===== config.mk =====
export PLATFORM = sky130hd
export DESIGN_NAME = burst_read_fsm
export DESIGN_NICKNAME = d
export VERILOG_FILES = /design/src/rtl/fsm_pkg.sv /design/src/rtl/retry_counter.sv /design/src/rtl/burst_read_fsm.sv
export SDC_FILE = /design/constraint.sdc
export NUM_CORES = 1
export LEC_CHECK = 0
export CELL_PAD_IN_SITES_DETAIL_PLACEMENT = 1
export CELL_PAD_IN_SITES_GLOBAL_PLACEMENT = 2
export CORE_AREA = 5 5 76 78
export CTS_CLUSTER_DIAMETER = 150
export CTS_CLUSTER_SIZE = 28
export DETAILED_ROUTE_END_ITERATION = 12
export DIE_AREA = 0 0 81 83
export PLACE_DENSITY = 0.79
export SLEW_MARGIN = 20
export SYNTH_ARGS = -nofsm -noshare
export SYNTH_HDL_FRONTEND = slang
export SYNTH_SLANG_ARGS = --single-unit

===== constraint.sdc =====
create_clock -name clk -period 2.03 [get_ports clk]
set_clock_uncertainty 0.15 [all_clocks]
set_input_delay 0.5075 -clock clk [delete_from_list [all_inputs] [get_ports clk]]
set_output_delay 0.5075 -clock clk [all_outputs]
set_load 0.02 [all_outputs]

===== src/rtl/fsm_pkg.sv =====
// Shared definitions for the burst read controller: state encoding,
// the decoded output bundle and an ASCII state-name helper for waveform debug.
package fsm_pkg;

  typedef enum logic [2:0] {
    IDLE = 3'd0,
    READ = 3'd1,
    DLY  = 3'd2,
    DONE = 3'd3,
    ERR  = 3'd4
  } state_e;

  localparam int STATE_W = 3;

  localparam logic [STATE_W-1:0] S_IDLE = IDLE;
  localparam logic [STATE_W-1:0] S_READ = READ;
  localparam logic [STATE_W-1:0] S_DLY  = DLY;
  localparam logic [STATE_W-1:0] S_DONE = DONE;
  localparam logic [STATE_W-1:0] S_ERR  = ERR;

  typedef struct packed {
    logic rd;
    logic ds;
    logic err;
    logic busy;
  } fsm_out_t;

  // Moore decode shared by the combinational and registered output paths.
  function automatic fsm_out_t decode_outputs(input logic [STATE_W-1:0] s);
    fsm_out_t o;
    o = '0;
    case (s)
      S_IDLE: o = '0;
      S_READ,
      S_DLY: begin
        o.rd   = 1'b1;
        o.busy = 1'b1;
      end
      S_DONE: begin
        o.ds   = 1'b1;
        o.busy = 1'b1;
      end
      S_ERR: begin
        o.err  = 1'b1;
        o.busy = 1'b1;
      end
      default: begin
`ifdef SYNTHESIS
        o = '0;
`else
        o = 'x;
`endif
      end
    endcase
    return o;
  endfunction

  function automatic logic [31:0] state_name(input logic [STATE_W-1:0] s);
    logic [31:0] n;
    case (s)
      S_IDLE:  n = "IDLE";
      S_READ:  n = "READ";
      S_DLY:   n = "DLY ";
      S_DONE:  n = "DONE";
      S_ERR:   n = "ERR ";
      default: n = "????";
    endcase
    return n;
  endfunction

endpackage


===== src/rtl/retry_counter.sv =====
// Per-beat wait-state retry counter: saturates at MAX_RETRY and flags the limit.
module retry_counter #(
  parameter int MAX_RETRY = 3
) (
  input  logic clk,
  input  logic rst,
  input  logic clr,
  input  logic inc,
  output logic at_limit
);

  localparam int CW = (MAX_RETRY < 2) ? 1 : $clog2(MAX_RETRY + 1);
  localparam logic [CW-1:0] LIMIT = CW'(MAX_RETRY);

  logic [CW-1:0] cnt;

  always_ff @(posedge clk or posedge rst) begin
    if (rst) begin
      cnt <= '0;
    end else if (clr) begin
      cnt <= '0;
    end else if (inc && !at_limit) begin
      cnt <= cnt + CW'(1);
    end
  end

  assign at_limit = (cnt == LIMIT);

endmodule


===== src/rtl/burst_read_fsm.sv =====
// Multi-beat read controller with per-beat wait-state retries, retry limit
// and abort, driving a slow memory port one address per beat.
module burst_read_fsm
  import fsm_pkg::*;
#(
  parameter int ADDR_W    = 8,
  parameter int LEN_W     = 4,
  parameter int MAX_RETRY = 3,
  parameter int OUT_REG   = 0
) (
  input  logic              clk,
  input  logic              rst,
  input  logic              start,
  input  logic [ADDR_W-1:0] base_addr,
  input  logic [LEN_W-1:0]  len,
  input  logic              ws,
  input  logic              abort,
  output logic              rd,
  output logic              ds,
  output logic              err,
  output logic              busy,
  output logic [ADDR_W-1:0] addr,
  output logic [LEN_W-1:0]  beat_cnt
);

  logic [STATE_W-1:0] state;
  logic [STATE_W-1:0] state_n;
  logic [ADDR_W-1:0]  addr_q;
  logic [LEN_W-1:0]   beat_cnt_q;
  logic [LEN_W-1:0]   remain;
  logic               accept;
  logic               beat_ok;
  logic               retry_inc;
  logic               retry_at_limit;
  logic               last_beat;
  fsm_out_t           outs;

  assign last_beat = (remain == LEN_W'(1));

  retry_counter #(
    .MAX_RETRY (MAX_RETRY)
  ) u_retry (
    .clk      (clk),
    .rst      (rst),
    .clr      (accept | beat_ok),
    .inc      (retry_inc),
    .at_limit (retry_at_limit)
  );

  always_ff @(posedge clk or posedge rst) begin
    if (rst) begin
      state      <= S_IDLE;
      addr_q     <= '0;
      beat_cnt_q <= '0;
      remain     <= '0;
    end else begin
      state <= state_n;
      if (accept) begin
        addr_q     <= base_addr;
        remain     <= len;
        beat_cnt_q <= '0;
      end else if (beat_ok) begin
        beat_cnt_q <= beat_cnt_q + LEN_W'(1);
        remain     <= remain - LEN_W'(1);
        // Address stays on the last beat so it is still visible after DONE.
        if (!last_beat) begin
          addr_q <= addr_q + ADDR_W'(1);
        end
      end
    end
  end

  always_comb begin
    state_n   = state;
    accept    = 1'b0;
    beat_ok   = 1'b0;
    retry_inc = 1'b0;
    case (state)
      S_IDLE: begin
        if (start && (len != '0)) begin
          accept  = 1'b1;
          state_n = S_READ;
        end
      end
      S_READ: begin
        state_n = abort ? S_ERR : S_DLY;
      end
      S_DLY: begin
        if (abort) begin
          state_n = S_ERR;
        end else if (ws) begin
          if (retry_at_limit) begin
            state_n = S_ERR;
          end else begin
            retry_inc = 1'b1;
            state_n   = S_READ;
          end
        end else begin
          beat_ok = 1'b1;
          state_n = last_beat ? S_DONE : S_READ;
        end
      end
      S_DONE,
      S_ERR: begin
        state_n = S_IDLE;
      end
      default: begin
`ifdef SYNTHESIS
        state_n = S_IDLE;
`else
        state_n = 'x;
`endif
      end
    endcase
  end

  // Registered mode decodes the next state so pins change on the same edge as state.
  generate
    if (OUT_REG != 0) begin : g_out_reg
      fsm_out_t outs_q;
      always_ff @(posedge clk or posedge rst) begin
        if (rst) begin
          outs_q <= '0;
        end else begin
          outs_q <= decode_outputs(state_n);
        end
      end
      assign outs = outs_q;
    end else begin : g_out_comb
      assign outs = decode_outputs(state);
    end
  endgenerate

  assign rd       = outs.rd;
  assign ds       = outs.ds;
  assign err      = outs.err;
  assign busy     = outs.busy;
  assign addr     = addr_q;
  assign beat_cnt = beat_cnt_q;

endmodule


# Word level (Yosys, flattened, before mapping)
# Index checks and enable logic that the tools add are counted.
[word_totals]
in_bits = 17
register_bits = 21
ramBits = 0
n_memories = 0
output_inout_bits = 16
elab_cells = 57
latchBits = 0
romBits = 0
[classes]
add_sub_neg = 4
n_div = 0
n_mux = 29
eq_ne = 8
order_cmp = 0
mul = 0
bitwise_logic = 1
n_reduce_logical = 10
n_shift = 0
[op_table]
columns = ["cell", "count"]
rows = [
  ["$mux W8", 3],
  ["$mux W4", 4],
  ["$mux W3", 5],
  ["$mux W1", 13],
  ["$pmux W3 S3", 1],
  ["$add A8 B1 Y8 const B", 1],
  ["$eq A3 B2 Y1 const B", 2],
  ["$mux W2", 3],
  ["$add A4 B1 Y4 const B", 1],
  ["$eq A4 B1 Y1 const B", 1],
  ["$ne A2 B2 Y1 const B", 2],
  ["$reduce_bool A2 Y1", 2],
  ["$reduce_bool A4 Y1", 1],
  ["$reduce_or A4 Y1", 1],
  ["$sub A4 B1 Y4 const B", 1],
  ["$eq A3 B1 Y1 const B", 1],
  ["$eq A3 B3 Y1 const B", 1],
  ["$logic_not A3 Y1", 1],
  ["$add A2 B1 Y2 const B", 1],
  ["$eq A2 B2 Y1 const B", 1],
  ["$logic_and A1 B1 Y1", 2],
  ["$reduce_and A2 Y1", 1],
  ["$reduce_or A2 Y1", 1],
  ["$logic_not A1 Y1", 1],
  ["$or A1 B1 Y1", 1],
]

# Longest topological paths before layout
# Gate-level depths: netlist (run 1).
[logic_depth]
depth_word = 8
ltp_mapped = 6
ltp_nobuf = 6

# Modules after synthesis
# From an unflattened synthesis (run 1), not the netlist that was laid out.
[hier_totals]
hier_cells = 129
area_unflattened_um2 = 1283.7
[by_module_without_submodules]
columns = ["module", "seq_area_each_um2", "area_per_inst_um2", "instances", "cells_each"]
rows = [
  ["burst_read_fsm", 475.5, 1156.1, 1, 118],
  ["retry_counter", 50.0, 127.6, 1, 11],
]

# Worst setup path before layout (run 1)
# No wires, ideal clock.
[synth_path]
kind = "input port to flip-flop"
startpoint = "input port abort"
endpoint = "register remain[2]"
path_buffers = 1
setup_slack_ns = 0.013
required_ns = 1.743
arrival_time_ns = 1.730
setup_time_ns = 0.137
path_stages = 5
path_cell_list = "or4b_4 or2_2 clkbuf_1 o211ai_1 o311ai_1"
[synth_between]
elab_chain_cells = 3
[synth_rtl]
columns = ["item", "line", "rtl"]
rows = [
  ["start, declared", "burst_read_fsm.sv:17", "input logic abort,"],
  ["$mux W1", "burst_read_fsm.sv:89", "if (abort) begin"],
  ["$mux W1", "burst_read_fsm.sv:78", "case (state)"],
  ["$reduce_bool A2 Y1 (no source line)", "-", ""],
  ["end signal, assigned", "burst_read_fsm.sv:60", "remain <= len;"],
  ["end signal, assigned", "burst_read_fsm.sv:64", "remain <= remain - LEN_W'(1);"],
  ["end, declared", "burst_read_fsm.sv:30", "logic [LEN_W-1:0] remain;"],
]
# Every way passes these cells.
# A chain may end at the register's enable or synchronous reset.

# Final worst setup path (run 1)
[layout_path]
startpoint = "register addr_q[1], in the netlist addr[1]"
endpoint = "output port addr[1]"
[layout_rtl]
columns = ["item", "line", "rtl"]
rows = [
  ["start, declared", "burst_read_fsm.sv:28", "logic [ADDR_W-1:0] addr_q;"],
  ["start signal, assigned", "burst_read_fsm.sv:59", "addr_q <= base_addr;"],
  ["start signal, assigned", "burst_read_fsm.sv:67", "addr_q <= addr_q + ADDR_W'(1);"],
  ["end, declared", "burst_read_fsm.sv:22", "output logic [ADDR_W-1:0] addr,"],
]
# No word-level cell between the ends.

==> run_results.csv, run 1 <==
group,metric,value,unit
sta,setup_slack,0.05677,ns
sta,fmax,506.8,MHz
sta,slew_headroom,73.69,%
setup_path,path_depth,1,
worst_hold_path,hp-class,"reg -> reg",
floorplanning,pin_count,33,
clocking,clock_latency,0.26,ns
global_route,grt_max_degree,22,
routing,wl,3749,microns
routing,remaining_drc_errors,0,
global_route,grt_use_total,12.20,%
sta,final.min_clock_period,1.973,ns
cells_and_area,fin_area,1962,sq um
power_and_ir_drop,p_per_area,1217,nW/um^2
setup_path,critPathTopFamily,"buffers and inverters",
sta,setup_viol,0,
placed_design,place_ws,-0.5865,ns
clocking,cts_sinks,21,
floorplanning,initial_core_util,25.05,%
clocking,numCtsBuffers,3,
setup_path,r2r_start,"state[0]$_DFFE_PP0P_",
setup_path,cp_slowest_stage_delay,0.63,ns
sta,hold_viol,0,
power_and_ir_drop,power_leakage,0.0008540,uW
placed_design,hpwl,2838,microns
floorplanning,die-area,6723,sq um
yosys,ys.flop_type,"dfrtp_1",
sta,rsz0062_at_grt,"yes",
setup_path,start_kind,"flip-flop",
setup_path,endpoint_kind,"output pin",
cells_and_area,fin_nets,203,
routing,drt-initial-drc-count,47,
yosys,yosysWarnings,0,
yosys,synth_edf_count,0,
global_route,gr-total-overflow,0,
floorplanning,core,5010,sq um
cells_and_area,layout_common_cells,"buf_4 (23), clkdlybuf4s50_1 (21), dfrtp_1 (19)",
setup_path,r2r_setup_slack,0.07,ns
setup_path,timing_worst_setup_path_type,"reg -> out",
clocking,clk_pin_slew,0.08,ns
global_route,antenna_found_initial,0,
cells_and_area,drive_above_1_share,27.22,%
yosys,synth-seq-area-share,41.87,%
clocking,cts.htree.levels,1,
placed_design,placed_area,1808,sq um
clocking,ctsHoldBuffers,0,
setup_path,r2r_cells,6,
sta,finalCritPeriodShare,97.20,%
routing,vias,1159,
sta,worstMarginPinSlew,0.3940,ns
yosys,synthesis.area,1255,sq um
routing,viasPerCell,4.636,
floorplanning,die_x,81,microns
routing,wire_per_inst,15.00,microns
setup_path,cp-endpoint,"addr[1]",
cells_and_area,layout_commonest_cell,"buf_4",
routing,ant_nets,0,
setup_path,cp-startpoint,"addr[1]$_DFFE_PP0P_",
clocking,cts_tree,"built",
clocking,cts-root-buf,"clkbuf_8",
run_status,status,"completed",
job,cap_violations,0,
setup_path,cp.arrival,1.32,ns
yosys,ys_ff_latch,21,
cells_and_area,n_antenna_cell,0,
global_route,grt_pass1_vias,1307,
floorplanning,rows,26,
yosys,syn_inst,124,
yosys,synth_cell_types,38,
sta,drv_slew,0,
floorplanning,dieHeight,83,microns
routing,first_pass_iters,4,
clocking,cts_buffer_depth,2,
power_and_ir_drop,ir_drop,0.3848,mV
global_route,grt_pass1_wl,6499,microns
yosys,postSynthAreaPerCell,10.12,sq um
setup_path,r2r-end,"addr[5]$_DFFE_PP0P_",
setup_path,cp_num_buf_inv,1,
cells_and_area,syn_to_final_growth,56.33,%
setup_path,cp_slowest_cell,"clkdlybuf4s50_1",
placed_design,numPortBuffers,32,
setup_path,crit_required,1.37,ns
yosys,syn_nets,146,
placed_design,place.gp.congestion,0.8528,
setup_path,critPathMaxFanout,5,
setup_path,crit_chain,"clkdlybuf4s50_1",
yosys,synthArstFlopShare,100.0,%
cells_and_area,fill_cells,593,
## power breakdown
| group | internal (uW) | switching (uW) | leakage [uW] |
|---|---|---|---|
| Clock | 137 | 146 | 0.0000255 |
| Sequential | 574 | 185 | 0.000261 |
| Combinational | 654 | 691 | 0.000567 |
| Total | 1360 | 1020 | 0.000854 |
## Yosys cell counts (2+ instances only)
library cell	n	share of area [%]
o211ai_1	2	1.2
mux2i_1	2	1.6
nand2_1	8	2.4
dfrtp_1	21	42
a22o_1	2	1.4
o21ai_1	2	0.80
nor4b_1	2	1.4
buf_6	2	1.8
inv_1	4	1.2
nor4_2	2	2.0
ha_1	5	5.0
nor4_4	3	5.1
a21oi_1	6	2.4
nand3_1	5	2.0
xnor2_1	12	8.4
a22oi_1	2	1.2
nor3b_1	2	1.2
buf_2	2	0.80
nor3_1	3	1.2
o21ai_0	3	1.2
nor2_1	17	5.1
## state kept, by name, summed over array words and instances (netlist names)
register and cells:
state 3, remain 4, u_retry.cnt 2, addr 8
beat_cnt 4
## logic make-up after synthesis
| group | Yosys count | share of synthesized area [%] |
|---|---|---|
| compound gates | 23 | 12.46 |
| xor+xnor | 12 | 8.375 |
| fa+ha+maj | 5 | 4.985 |
| buf+inv | 10 | 4.386 |
| flops | 21 | 41.87 |
| mux | 2 | 1.595 |
| simple gates | 51 | 26.32 |
## per-stage QoR
stage | cells | TNS (ns) | utilization [%] | hold WS [ns] | power, uW
after floorplan | 124 | 0 | - | 0.3340 | 1464
after global placement | 242 | -7.759 | 36.09 | 0.3733 | 1993
after detailed placement | 242 | -8.823 | 36.09 | 0.3969 | 2060
after CTS | 249 | 0 | 38.11 | 0.4208 | 2401
after global routing | 250 | -0.01153 | 39.16 | 0.4319 | 2574
final | 250 | 0 | 39.16 | 0.4108 | 2387
## routing by layer
| layer | track usage [%] | part of all wire [%] | vias up |
|---|---|---|---|
| met1 | 14.60 | 41 | 567 |
| li1 | - | - | 557 |
| met5 | 0 | 0 | - |
| met4 | 3.840 | 1.4 | 0 |
| met3 | 3.247 | 6.0 | 6 |
| met2 | 20.84 | 51 | 29 |
## cell type report
| class | instances | area [sq um] | share of cell area [%] |
|---|---|---|---|
| sequential | 21 | 528.0 | 26.91 |
| multi-input combinational | 93 | 726.9 | 37.05 |
| clock buffer | 3 | 41.29 | 2.105 |
| clock inverter | 1 | 5.005 | 0.2551 |
| tap | 70 | 87.58 | 4.464 |
| inverter | 4 | 15.01 | 0.7653 |
| timing repair buffer | 58 | 558.0 | 28.44 |
## worst min-delay path by stage
| stage | startpoint | endpoint | cells past startpoint |
|---|---|---|---|
| 4_1_cts | rst | remain[3]$_DFFE_PP0P_ | 3 |
| 3_5_place_dp | beat_cnt[3]$_DFFE_PP0P_ | beat_cnt[3]$_DFFE_PP0P_ | 2 |
| 2_1_floorplan | rst | addr[0]$_DFFE_PP0P_ | 1 |
| 3_3_place_gp | u_retry.cnt[1]$_DFFE_PP0P_ | u_retry.cnt[1]$_DFFE_PP0P_ | 2 |
| 6_report | beat_cnt[3]$_DFFE_PP0P_ | beat_cnt[3]$_DFFE_PP0P_ | 2 |
| 5_1_grt | beat_cnt[3]$_DFFE_PP0P_ | beat_cnt[3]$_DFFE_PP0P_ | 2 |
## timing repair
action | CTS | global route
setup endpoints to repair | 22 | 20
setup buffers | 3 | 1
pin swaps | 11 | 4
gates resized for setup | 11 | 16
Note: power is estimated with default switching activity, not from simulation.
==> run 2, diff against run 1 <==
- TNS_END_PERCENT: default -> 100
==> results of run 2 <==
Final layout, timing and power as in run 1 (identical DEF).
==> run 3, diff against run 2 <==
- CAP_MARGIN: default -> 15
==> results of run 3 <==
Final layout, timing and power as in run 1 (identical DEF).
